--- src/rtl/control_unit.sv ---
// Moore sequencer for the datapath: fetch T0-T2, per-opcode execute steps T3-T7,
// with an optional WAIT state that stretches memory reads by MEM_WAIT cycles.
module control_unit #(
    parameter int MEM_WAIT = 0
) (
    input  logic       Clock,
    input  logic       Clear,
    input  logic [31:0] IR,
    input  logic       CON_FF,
    output logic       PCout, ZLowout, ZHighout, MDRout, HIout, LOout, InPortout, BAout, Cout,
    output logic       PC_enable, IncPC, MAR_enable, MDR_enable, MDR_read, IR_enable, Y_enable,
    output logic       ZLowIn, ZHighIn, HI_enable, LO_enable, CON_enable, OutPort_enable, RAM_write,
    output logic       Gra, Grb, Grc, R_in, R_out,
    output logic [4:0] ALU_op,
    output logic       Run
);

    typedef enum logic [3:0] {
        S_RST, S_T0, S_T1, S_T2, S_T3, S_T4, S_T5, S_T6, S_T7, S_WAIT, S_HALT
    } state_t;

    localparam logic [4:0] OP_LD   = 5'b00000, OP_LDI  = 5'b00001, OP_ST   = 5'b00010;
    localparam logic [4:0] OP_ADD  = 5'b00011, OP_SUB  = 5'b00100, OP_AND  = 5'b00101;
    localparam logic [4:0] OP_OR   = 5'b00110, OP_SHR  = 5'b00111, OP_SHRA = 5'b01000;
    localparam logic [4:0] OP_SHL  = 5'b01001, OP_ROR  = 5'b01010, OP_ROL  = 5'b01011;
    localparam logic [4:0] OP_ADDI = 5'b01100, OP_ANDI = 5'b01101, OP_ORI  = 5'b01110;
    localparam logic [4:0] OP_MUL  = 5'b01111, OP_DIV  = 5'b10000, OP_NEG  = 5'b10001;
    localparam logic [4:0] OP_NOT  = 5'b10010, OP_BR   = 5'b10011, OP_JR   = 5'b10100;
    localparam logic [4:0] OP_IN   = 5'b10110, OP_OUT  = 5'b10111, OP_MFHI = 5'b11000;
    localparam logic [4:0] OP_MFLO = 5'b11001, OP_NOP  = 5'b11010, OP_HALT = 5'b11011;

    // WAIT counts down from MEM_WAIT-1 so its final cycle is the one with cnt == 0.
    localparam logic       HAS_WAIT  = (MEM_WAIT > 0);
    localparam logic [3:0] WAIT_INIT = (MEM_WAIT > 0) ? 4'(MEM_WAIT - 1) : 4'd0;

    state_t     state_q, state_d;
    logic [3:0] wait_cnt_q, wait_cnt_d;
    logic       wait_ld_q, wait_ld_d;
    logic [4:0] opc_s;
    logic       unused_ir_s;

    assign opc_s       = IR[31:27];
    assign unused_ir_s = ^IR[26:0];

    // State, wait counter and WAIT return-target registers.
    always_ff @(posedge Clock or negedge Clear) begin
        if (!Clear) begin
            state_q    <= S_RST;
            wait_cnt_q <= 4'd0;
            wait_ld_q  <= 1'b0;
        end else begin
            state_q    <= state_d;
            wait_cnt_q <= wait_cnt_d;
            wait_ld_q  <= wait_ld_d;
        end
    end

    // Next-state and strobe decode from (state, opcode).
    always_comb begin
        state_d    = state_q;
        wait_cnt_d = wait_cnt_q;
        wait_ld_d  = wait_ld_q;
        {PCout, ZLowout, ZHighout, MDRout, HIout, LOout, InPortout, BAout, Cout} = 9'd0;
        {PC_enable, IncPC, MAR_enable, MDR_enable, MDR_read, IR_enable, Y_enable} = 7'd0;
        {ZLowIn, ZHighIn, HI_enable, LO_enable, CON_enable, OutPort_enable, RAM_write} = 7'd0;
        {Gra, Grb, Grc, R_in, R_out} = 5'd0;
        ALU_op = 5'd0;
        case (state_q)
            S_RST: state_d = S_T0;
            S_T0: begin
                PCout = 1'b1; MAR_enable = 1'b1; IncPC = 1'b1; ZLowIn = 1'b1;
                state_d = S_T1;
            end
            S_T1: begin
                ZLowout = 1'b1; PC_enable = 1'b1; MDR_read = 1'b1;
                if (HAS_WAIT) begin
                    state_d = S_WAIT; wait_cnt_d = WAIT_INIT; wait_ld_d = 1'b0;
                end else begin
                    MDR_enable = 1'b1; state_d = S_T2;
                end
            end
            S_WAIT: begin
                MDR_read = 1'b1;
                if (wait_cnt_q == 4'd0) begin
                    MDR_enable = 1'b1;
                    state_d = wait_ld_q ? S_T7 : S_T2;
                end else begin
                    wait_cnt_d = wait_cnt_q - 4'd1;
                end
            end
            S_T2: begin
                MDRout = 1'b1; IR_enable = 1'b1;
                case (opc_s)
                    OP_HALT: state_d = S_HALT;
                    OP_NOP:  state_d = S_T0;
                    OP_LD, OP_LDI, OP_ST, OP_ADD, OP_SUB, OP_AND, OP_OR, OP_SHR, OP_SHRA,
                    OP_SHL, OP_ROR, OP_ROL, OP_ADDI, OP_ANDI, OP_ORI, OP_MUL, OP_DIV,
                    OP_NEG, OP_NOT, OP_BR, OP_JR, OP_IN, OP_OUT, OP_MFHI, OP_MFLO:
                        state_d = S_T3;
                    default: state_d = S_T0;
                endcase
            end
            S_T3: begin
                state_d = S_T4;
                case (opc_s)
                    OP_ADD, OP_SUB, OP_AND, OP_OR, OP_SHR, OP_SHRA, OP_SHL, OP_ROR, OP_ROL,
                    OP_ADDI, OP_ANDI, OP_ORI: begin Grb = 1'b1; R_out = 1'b1; Y_enable = 1'b1; end
                    OP_MUL, OP_DIV: begin Gra = 1'b1; R_out = 1'b1; Y_enable = 1'b1; end
                    OP_NEG, OP_NOT: begin Grb = 1'b1; R_out = 1'b1; ALU_op = opc_s; ZLowIn = 1'b1; end
                    OP_LD, OP_LDI, OP_ST: begin Grb = 1'b1; BAout = 1'b1; Y_enable = 1'b1; end
                    OP_BR: begin Gra = 1'b1; R_out = 1'b1; CON_enable = 1'b1; end
                    OP_JR: begin Gra = 1'b1; R_out = 1'b1; PC_enable = 1'b1; state_d = S_T0; end
                    OP_IN: begin InPortout = 1'b1; Gra = 1'b1; R_in = 1'b1; state_d = S_T0; end
                    OP_OUT: begin Gra = 1'b1; R_out = 1'b1; OutPort_enable = 1'b1; state_d = S_T0; end
                    OP_MFHI: begin HIout = 1'b1; Gra = 1'b1; R_in = 1'b1; state_d = S_T0; end
                    OP_MFLO: begin LOout = 1'b1; Gra = 1'b1; R_in = 1'b1; state_d = S_T0; end
                    default: state_d = S_T0;
                endcase
            end
            S_T4: begin
                state_d = S_T5;
                case (opc_s)
                    OP_ADD, OP_SUB, OP_AND, OP_OR, OP_SHR, OP_SHRA, OP_SHL, OP_ROR, OP_ROL:
                        begin Grc = 1'b1; R_out = 1'b1; ALU_op = opc_s; ZLowIn = 1'b1; end
                    OP_ADDI, OP_ANDI, OP_ORI: begin Cout = 1'b1; ALU_op = opc_s; ZLowIn = 1'b1; end
                    OP_MUL, OP_DIV: begin
                        Grb = 1'b1; R_out = 1'b1; ALU_op = opc_s; ZHighIn = 1'b1; ZLowIn = 1'b1;
                    end
                    OP_NEG, OP_NOT: begin ZLowout = 1'b1; Gra = 1'b1; R_in = 1'b1; state_d = S_T0; end
                    OP_LD, OP_LDI, OP_ST: begin Cout = 1'b1; ALU_op = OP_ADD; ZLowIn = 1'b1; end
                    OP_BR: begin PCout = 1'b1; Y_enable = 1'b1; end
                    default: state_d = S_T0;
                endcase
            end
            S_T5: begin
                state_d = S_T6;
                case (opc_s)
                    OP_ADD, OP_SUB, OP_AND, OP_OR, OP_SHR, OP_SHRA, OP_SHL, OP_ROR, OP_ROL,
                    OP_ADDI, OP_ANDI, OP_ORI, OP_LDI:
                        begin ZLowout = 1'b1; Gra = 1'b1; R_in = 1'b1; state_d = S_T0; end
                    OP_MUL, OP_DIV: begin ZLowout = 1'b1; LO_enable = 1'b1; end
                    OP_LD, OP_ST: begin ZLowout = 1'b1; MAR_enable = 1'b1; end
                    OP_BR: begin Cout = 1'b1; ALU_op = OP_ADD; ZLowIn = 1'b1; end
                    default: state_d = S_T0;
                endcase
            end
            S_T6: begin
                state_d = S_T0;
                case (opc_s)
                    OP_MUL, OP_DIV: begin ZHighout = 1'b1; HI_enable = 1'b1; end
                    OP_LD: begin
                        MDR_read = 1'b1;
                        if (HAS_WAIT) begin
                            state_d = S_WAIT; wait_cnt_d = WAIT_INIT; wait_ld_d = 1'b1;
                        end else begin
                            MDR_enable = 1'b1; state_d = S_T7;
                        end
                    end
                    OP_ST: begin Gra = 1'b1; R_out = 1'b1; MDR_enable = 1'b1; state_d = S_T7; end
                    OP_BR: begin ZLowout = 1'b1; PC_enable = CON_FF; end
                    default: state_d = S_T0;
                endcase
            end
            S_T7: begin
                state_d = S_T0;
                case (opc_s)
                    OP_LD: begin MDRout = 1'b1; Gra = 1'b1; R_in = 1'b1; end
                    OP_ST: RAM_write = 1'b1;
                    default: state_d = S_T0;
                endcase
            end
            S_HALT: state_d = S_HALT;
            default: state_d = S_RST;
        endcase
        Run = (state_q != S_RST) && (state_q != S_HALT);
    end

endmodule

--- config.mk ---
export PLATFORM = sky130hd
export DESIGN_NAME = control_unit
export DESIGN_NICKNAME = d
export VERILOG_FILES = /design/src/rtl/control_unit.sv
export SDC_FILE = /design/constraint.sdc
export NUM_CORES = 1
export LEC_CHECK = 0
export BUFFER_PORTS_ARGS = -buffer_cell sky130_fd_sc_hd__clkbuf_2
export CORE_AREA = 2 2 62 64
export DETAILED_ROUTE_END_ITERATION = 10
export DIE_AREA = 0 0 64 66
export PLACE_DENSITY_LB_ADDON = 0.25
export SLEW_MARGIN = 40
export SYNTH_ARGS = -nofsm -noshare
export SYNTH_HDL_FRONTEND = slang
export SYNTH_SLANG_ARGS = --single-unit
--- constraint.sdc ---
create_clock -name Clock -period 2.1 [get_ports Clock]
set_input_delay 0.21 -clock Clock [delete_from_list [all_inputs] [get_ports Clock]]
set_output_delay 0.21 -clock Clock [all_outputs]
set_load 0.03 [all_outputs]
==> results of run 1 <==
## final cells by class
| cell class | instances | area share (%) |
|---|---|---|
| Multi-Input combinational cell | 145 | 57.99 |
| Timing Repair Buffer | 74 | 26.71 |
| Sequential cell | 8 | 10.22 |
| Tap cell | 48 | 3.009 |
| Clock buffer | 3 | 1.129 |
| Inverter | 5 | 0.9404 |
## sequential cells by signal (all words and copies together), names as in the netlist
signal and count:
wait_cnt_q 4, state_q 4
## cells by family after synthesis
logic type               synth area share, %
flip-flops                             14.69
multiplexers                           1.561
XOR/XNOR                               1.929
AO/OA/AOI/OAI                          27.83
buffers and inverters                  10.56
adder cells (fa/ha/maj)               0.9181
AND/OR/NAND/NOR                        42.52
## per-layer routing
metal	track usage, %	vias to the layer above	wire length [um]
met4	2.446	0	0
met5	0	-	0
met1	26.65	790	1905
li1	-	787	-
met2	33.98	46	2099
met3	1.363	0	226
## through the flow
stage               power (mW)  utilization [%]  hold slack, ns  area, sq um
CTS                      1.420            50.00          0.3430         1775
detailed placement       1.254            47.25         0.07216         1678
floorplan               0.9727                -        -0.08559         1375
finish                   1.619            56.20          0.3443         1996
global placement         1.250            47.25         0.06752         1678
global route             1.714            56.20          0.3532         1996
## power by group through the flow
stage          combinational (mW)  clock (mW)  sequential [mW]
3_3_place_gp                 1.03           0            0.219
3_5_place_dp                 1.04           0            0.218
5_1_grt                      1.35       0.128            0.232
4_1_cts                      1.08       0.120            0.219
6_report                     1.27       0.117            0.227
2_1_floorplan               0.748           0            0.224
## cells in the mapped netlist, types with 4 or more instances
library cell | n | area [sq um]
nor2_1 | 12 | 45.04
buf_2 | 12 | 60.06
a211oi_1 | 5 | 37.54
o22ai_1 | 4 | 25.02
inv_1 | 5 | 18.77
nand3_1 | 9 | 45.04
dfrtp_1 | 8 | 200.2
nand2_1 | 16 | 60.06
nor3_1 | 5 | 25.02
a21oi_1 | 9 | 45.04
nor2b_1 | 6 | 37.54
nand2b_1 | 6 | 37.54
buf_4 | 4 | 30.03
o21ai_0 | 6 | 30.03
o211ai_1 | 5 | 37.54
## worst max path at each step
stage                             to  slack [ns]  cells after the start
after detailed placement         Grb        0.16                      4
after global placement         R_out        0.15                      5
after CTS                     ZLowIn       -0.05                      6
after floorplan           MDR_enable       0.008                      4
final                            Grb        0.03                      4
after global routing          ZLowIn       -0.05                      5
## what timing repair did
| item | 4_1_cts | 5_1_grt |
|---|---|---|
| pin swaps | 2 | 13 |
| hold buffers | 1 | 0 |
| resized for setup | 16 | 45 |
| endpoints found under the hold margin | 8 | 0 |
| setup endpoints to repair | 12 | 20 |
| setup buffers | 2 | 10 |
## cells in the final DEF, fill, tap and decap left out, types with 5 or more instances in the layout
master	instances
buf_4	35
a21oi_1	8
nand2_1	16
clkbuf_2	28
nor2b_1	6
nor2_1	11
a211oi_1	5
o211ai_1	5
nand2b_1	5
buf_6	7
nand3_1	8
dfrtp_1	5
o21ai_0	6
inv_1	5
==> metrics.txt, run 1 <==
drt wl/cell=14.95 um; # rows=22; Syn Nets=215; Slowest cell on crit path=or4b_4; Place WS=0.1607 ns; clock period minus worst slack=2.070 ns; CTS tree=done; CP Max Fanout=9; fin. max-slew vios=0; RSZ-0062 raised after global routing=true; core area=3551 sq um; crit start category=register; die width=64 um; part of the cycle the worst path needs=98.57%; sequential area share after synthesis=14.69%; CP bufs+invs=1; filler instances=360; Reg2Reg Depth=7; Clock Skews=0.003508 ns; router iterations before antenna repair=4; first-pass GRT wire length=6768 um; r2r setup slk=0.42 ns; setup_tns=0 ns; critical path's top delay family=simple AND/OR/NAND/NOR gates; Mapped Cells=179; Async SR Flop Fraction=100.0%; Clock transition at path regs=0.06 ns; critical path data arrival time=1.86 ns; power per standard cell area=811.1 nW/um^2; crit path from=state_q[3]; Worst slew margin=70.43%; RR Startpoint=state_q[1]; chip height=66 um; Cell variety after synth=66; dpl cells=267; Worst-Skew Late Latency=0.25 ns; Post-synth EDFFs=0; FF/Latch Area=203.9 sq um; Primary FF master, synth=dfrtp_1; Switch Pwr=0.8522 mW; Syn-to-layout area delta=46.46%; max_cap viols=0; #FFs+latches synth=8; Leak=0.8391 nW; VDD IR max=347.7 uV; Final WS setup=0.03001 ns; fmax=483.1 MHz; Syn Std Cell Area=1363 sq um; Internal Power=0.7664 mW; combinational share of power=78.7%; Final ANT Viol Nets=0; via/cell ratio=5.735; initial antenna violation count=0; Sequential Power Share=14.0%; largest net degree at the start of global routing=21; Final nets=273; gp weighted congestion=0.8651; clock root buffer=clkbuf_4; share of post-route cells with drive strength above 1=45.96%; FF-to-FF End=state_q[1]; Finished Layout Cells=283; H-tree depth=1; # port buffers=41; Yosys warnings=0; Clock Path Buffers=2; Critical Path, Cell by Cell=or4b_4 -> a221o_1 -> o21ai_2 -> buf_6; Setup crit end kind=primary output; num ports=69; final setup violation count=0; wirelength, routed=4231 um; clock share of power=7.2%; vias in the first global route=1,435; Synth Area per Inst=7.612 sq um; dpl hpwl=3101 um; DR vias=1,623; outcome=finished clean; Worst EP required=1.89 ns; Starting DRT DRC Count=65; Worst-Margin Slew=0.4435 ns; DIE AREA=4224 sq um; Hold Crit Class=primary input to async pin; Sw Share=52.65%; clock buffer count from CTS=3; initial core utilization=38.37%; critical path class=register to primary output; GRT Total Usage=19.40%; GRT overflow=0; Ant. Diodes=0; clock tree sinks=8; Hold Vio Cnt, Final=0; # DRC=0; multi-input logic area=1157 sq um; Worst path max stage delay=0.64 ns
No activity file was read; power rests on OpenSTA's default activity.
==> run 2, diff against run 1 <==
--- a/config.mk
+++ b/config.mk
@@ -6,9 +6,9 @@
 export NUM_CORES = 1
 export LEC_CHECK = 0
 export BUFFER_PORTS_ARGS = -buffer_cell sky130_fd_sc_hd__clkbuf_2
-export CORE_AREA = 2 2 62 64
+export CORE_AREA = 2 2 66 68
 export DETAILED_ROUTE_END_ITERATION = 10
-export DIE_AREA = 0 0 64 66
+export DIE_AREA = 0 0 68 70
 export PLACE_DENSITY_LB_ADDON = 0.25
 export SLEW_MARGIN = 40
 export SYNTH_ARGS = -nofsm -noshare
==> constraint.sdc (replaced) <==
create_clock -name Clock -period 2.4 [get_ports Clock]
set_input_delay 0.24 -clock Clock [delete_from_list [all_inputs] [get_ports Clock]]
set_output_delay 0.24 -clock Clock [all_outputs]
set_load 0.03 [all_outputs]
==> run 2 against run 1 <==
Cell area fell by 18%; largest cell class unchanged; power fell by 24%; sequential power barely moved; first-iteration DRC count rose by 120%; critical path depth rose by 1.
==> metrics.txt, run 2 (synthesis results as in run 1) <==
outcome=finished clean; RSZ-0062 raised after global routing=false; fmax=439.4 MHz; DIE AREA=4760 sq um; H-tree depth=1; GRT overflow=0; CP bufs+invs=1; Clock transition at path regs=0.04 ns; Levels on crit path=5; Hold Vio Cnt, Final=0; Syn-to-layout area delta=20.66%; Worst-Skew Late Latency=0.22 ns; CP Capture Point=ALU_op[1]; initial core utilization=32.88%; clock period minus worst slack=2.276 ns; dpl cells=261; final setup violation count=0; Final nets=251; Regs by FF count=state_q (4), wait_cnt_q (4); largest net degree at the start of global routing=21; Leak=0.7063 nW; setup_tns=0 ns; Worst slew margin=69.47%; Cell Area, Placed=1583 sq um; Setup Fix Bufs, Post-CTS=0; critical path's top delay family=simple AND/OR/NAND/NOR gates; part of the cycle the worst path needs=94.84%; clock tree sinks=8; share of post-route cells with drive strength above 1=32.86%; power per standard cell area=745.7 nW/um^2; FF-to-FF End=state_q[1]; RR Startpoint=state_q[3]; Clock Skews=0.002957 ns; fin. max-slew vios=0; wirelength, routed=3997 um; r2r setup slk=0.63 ns; dpl hpwl=2963 um; Ant. Diodes=0; Hold Crit Class=primary input to async pin; clock root buffer=clkbuf_8; via/cell ratio=5.728; # port buffers=41; critical path class=register to primary output; vias in the first global route=1,353; Starting DRT DRC Count=144; # rows=24; CTS tree=done; Worst EP required=2.16 ns; filler instances=460; Final ANT Viol Nets=0; CP Max Fanout=13; crit path from=state_q[3]; GRT Total Usage=17.49%; Worst-Margin Slew=0.4580 ns; initial antenna violation count=0; num ports=69; VDD IR max=263.7 uV; Setup crit end kind=primary output; commonest non-fill, non-tap cell in the layout=clkbuf_2; Worst path max stage delay=0.55 ns; crit start category=register; DR vias=1,518; Finished Layout Cells=265; first-pass GRT wire length=6693 um; Finished Cell Area=1644 sq um; die width=68 um; Clock Path Buffers=2; commonest non-fill, non-tap cells in the layout=clkbuf_2 (41), nand2_1 (16), nor2_1 (12), buf_4 (10); critical path data arrival time=2.04 ns; max_cap viols=0; chip height=70 um; Critical Path, Cell by Cell=and4bb_1 -> nand3_1 -> a21oi_2 -> a221o_1 -> clkbuf_2; router iterations before antenna repair=4; drt wl/cell=15.08 um; # DRC=0; Reg2Reg Depth=5; clock buffer count from CTS=3; Slowest cell on crit path=and4bb_1; core area=4144 sq um; gp weighted congestion=0.8354
==> run 2: layout make-up <==
type	count	area [sq um]	share of cell area [%]
multi-input combinational	145	1027	62.48
timing repair buffer	52	290.3	17.66
sequential	8	201.4	12.25
tap	52	65.06	3.957
clock buffer	3	41.29	2.511
inverter	5	18.77	1.142
==> run 2: worst min-delay path by stage <==
stage	cells after the start	slack (ns)	to	from
finish	2	0.39	state_q[0]	Clear
global route	2	0.43	wait_cnt_q[3]	Clear
CTS	2	0.40	state_q[0]	Clear
detailed placement	1	0.1	state_q[2]	Clear
global placement	1	0.09	wait_cnt_q[0]	Clear
floorplan	0	-0.06	state_q[0]	Clear
==> run 2: worst register-to-register path: stages (launching register included) <==
cell and delay [ns]:
dfrtp_1 0.59, nand4bb_4 0.24, buf_4 0.15, nor2_1 0.04, a221oi_1 0.41, o211ai_1 0.18
==> run 2: power by group <==
part           switching [mW]  leakage [nW]  internal [mW]
clock network          0.0452        0.0216          0.108
logic                   0.559         0.579          0.287
registers              0.0659         0.105          0.160
total                   0.671         0.706          0.555
==> run 2: per-stage QoR <==
step	power (mW)	util [%]	hold WS, ns	worst slack, ns
after CTS	1.221	39.43	0.3966	0.04189
after global placement	1.058	38.19	0.09459	0.2953
after global routing	1.317	39.67	0.4328	0.007265
after floorplan	0.8496	-	-0.05559	0.2041
after detailed placement	1.058	38.19	0.09512	0.3133
final	1.226	39.67	0.3948	0.1239
==> run 2: per-layer routing <==
metal	up-vias	track usage [%]	routed length [um]
li1	742	-	-
met1	714	27.82	1975
met2	60	25.46	1752
met3	2	2.899	256
met4	0	1.333	12
met5	-	0	0
==> run 2: what timing repair did <==
item                                   4_1_cts  5_1_grt
endpoints found under the hold margin        8        0
gates resized for setup                      0        3
hold buffers                                 1        0
setup endpoints to repair                    0        5
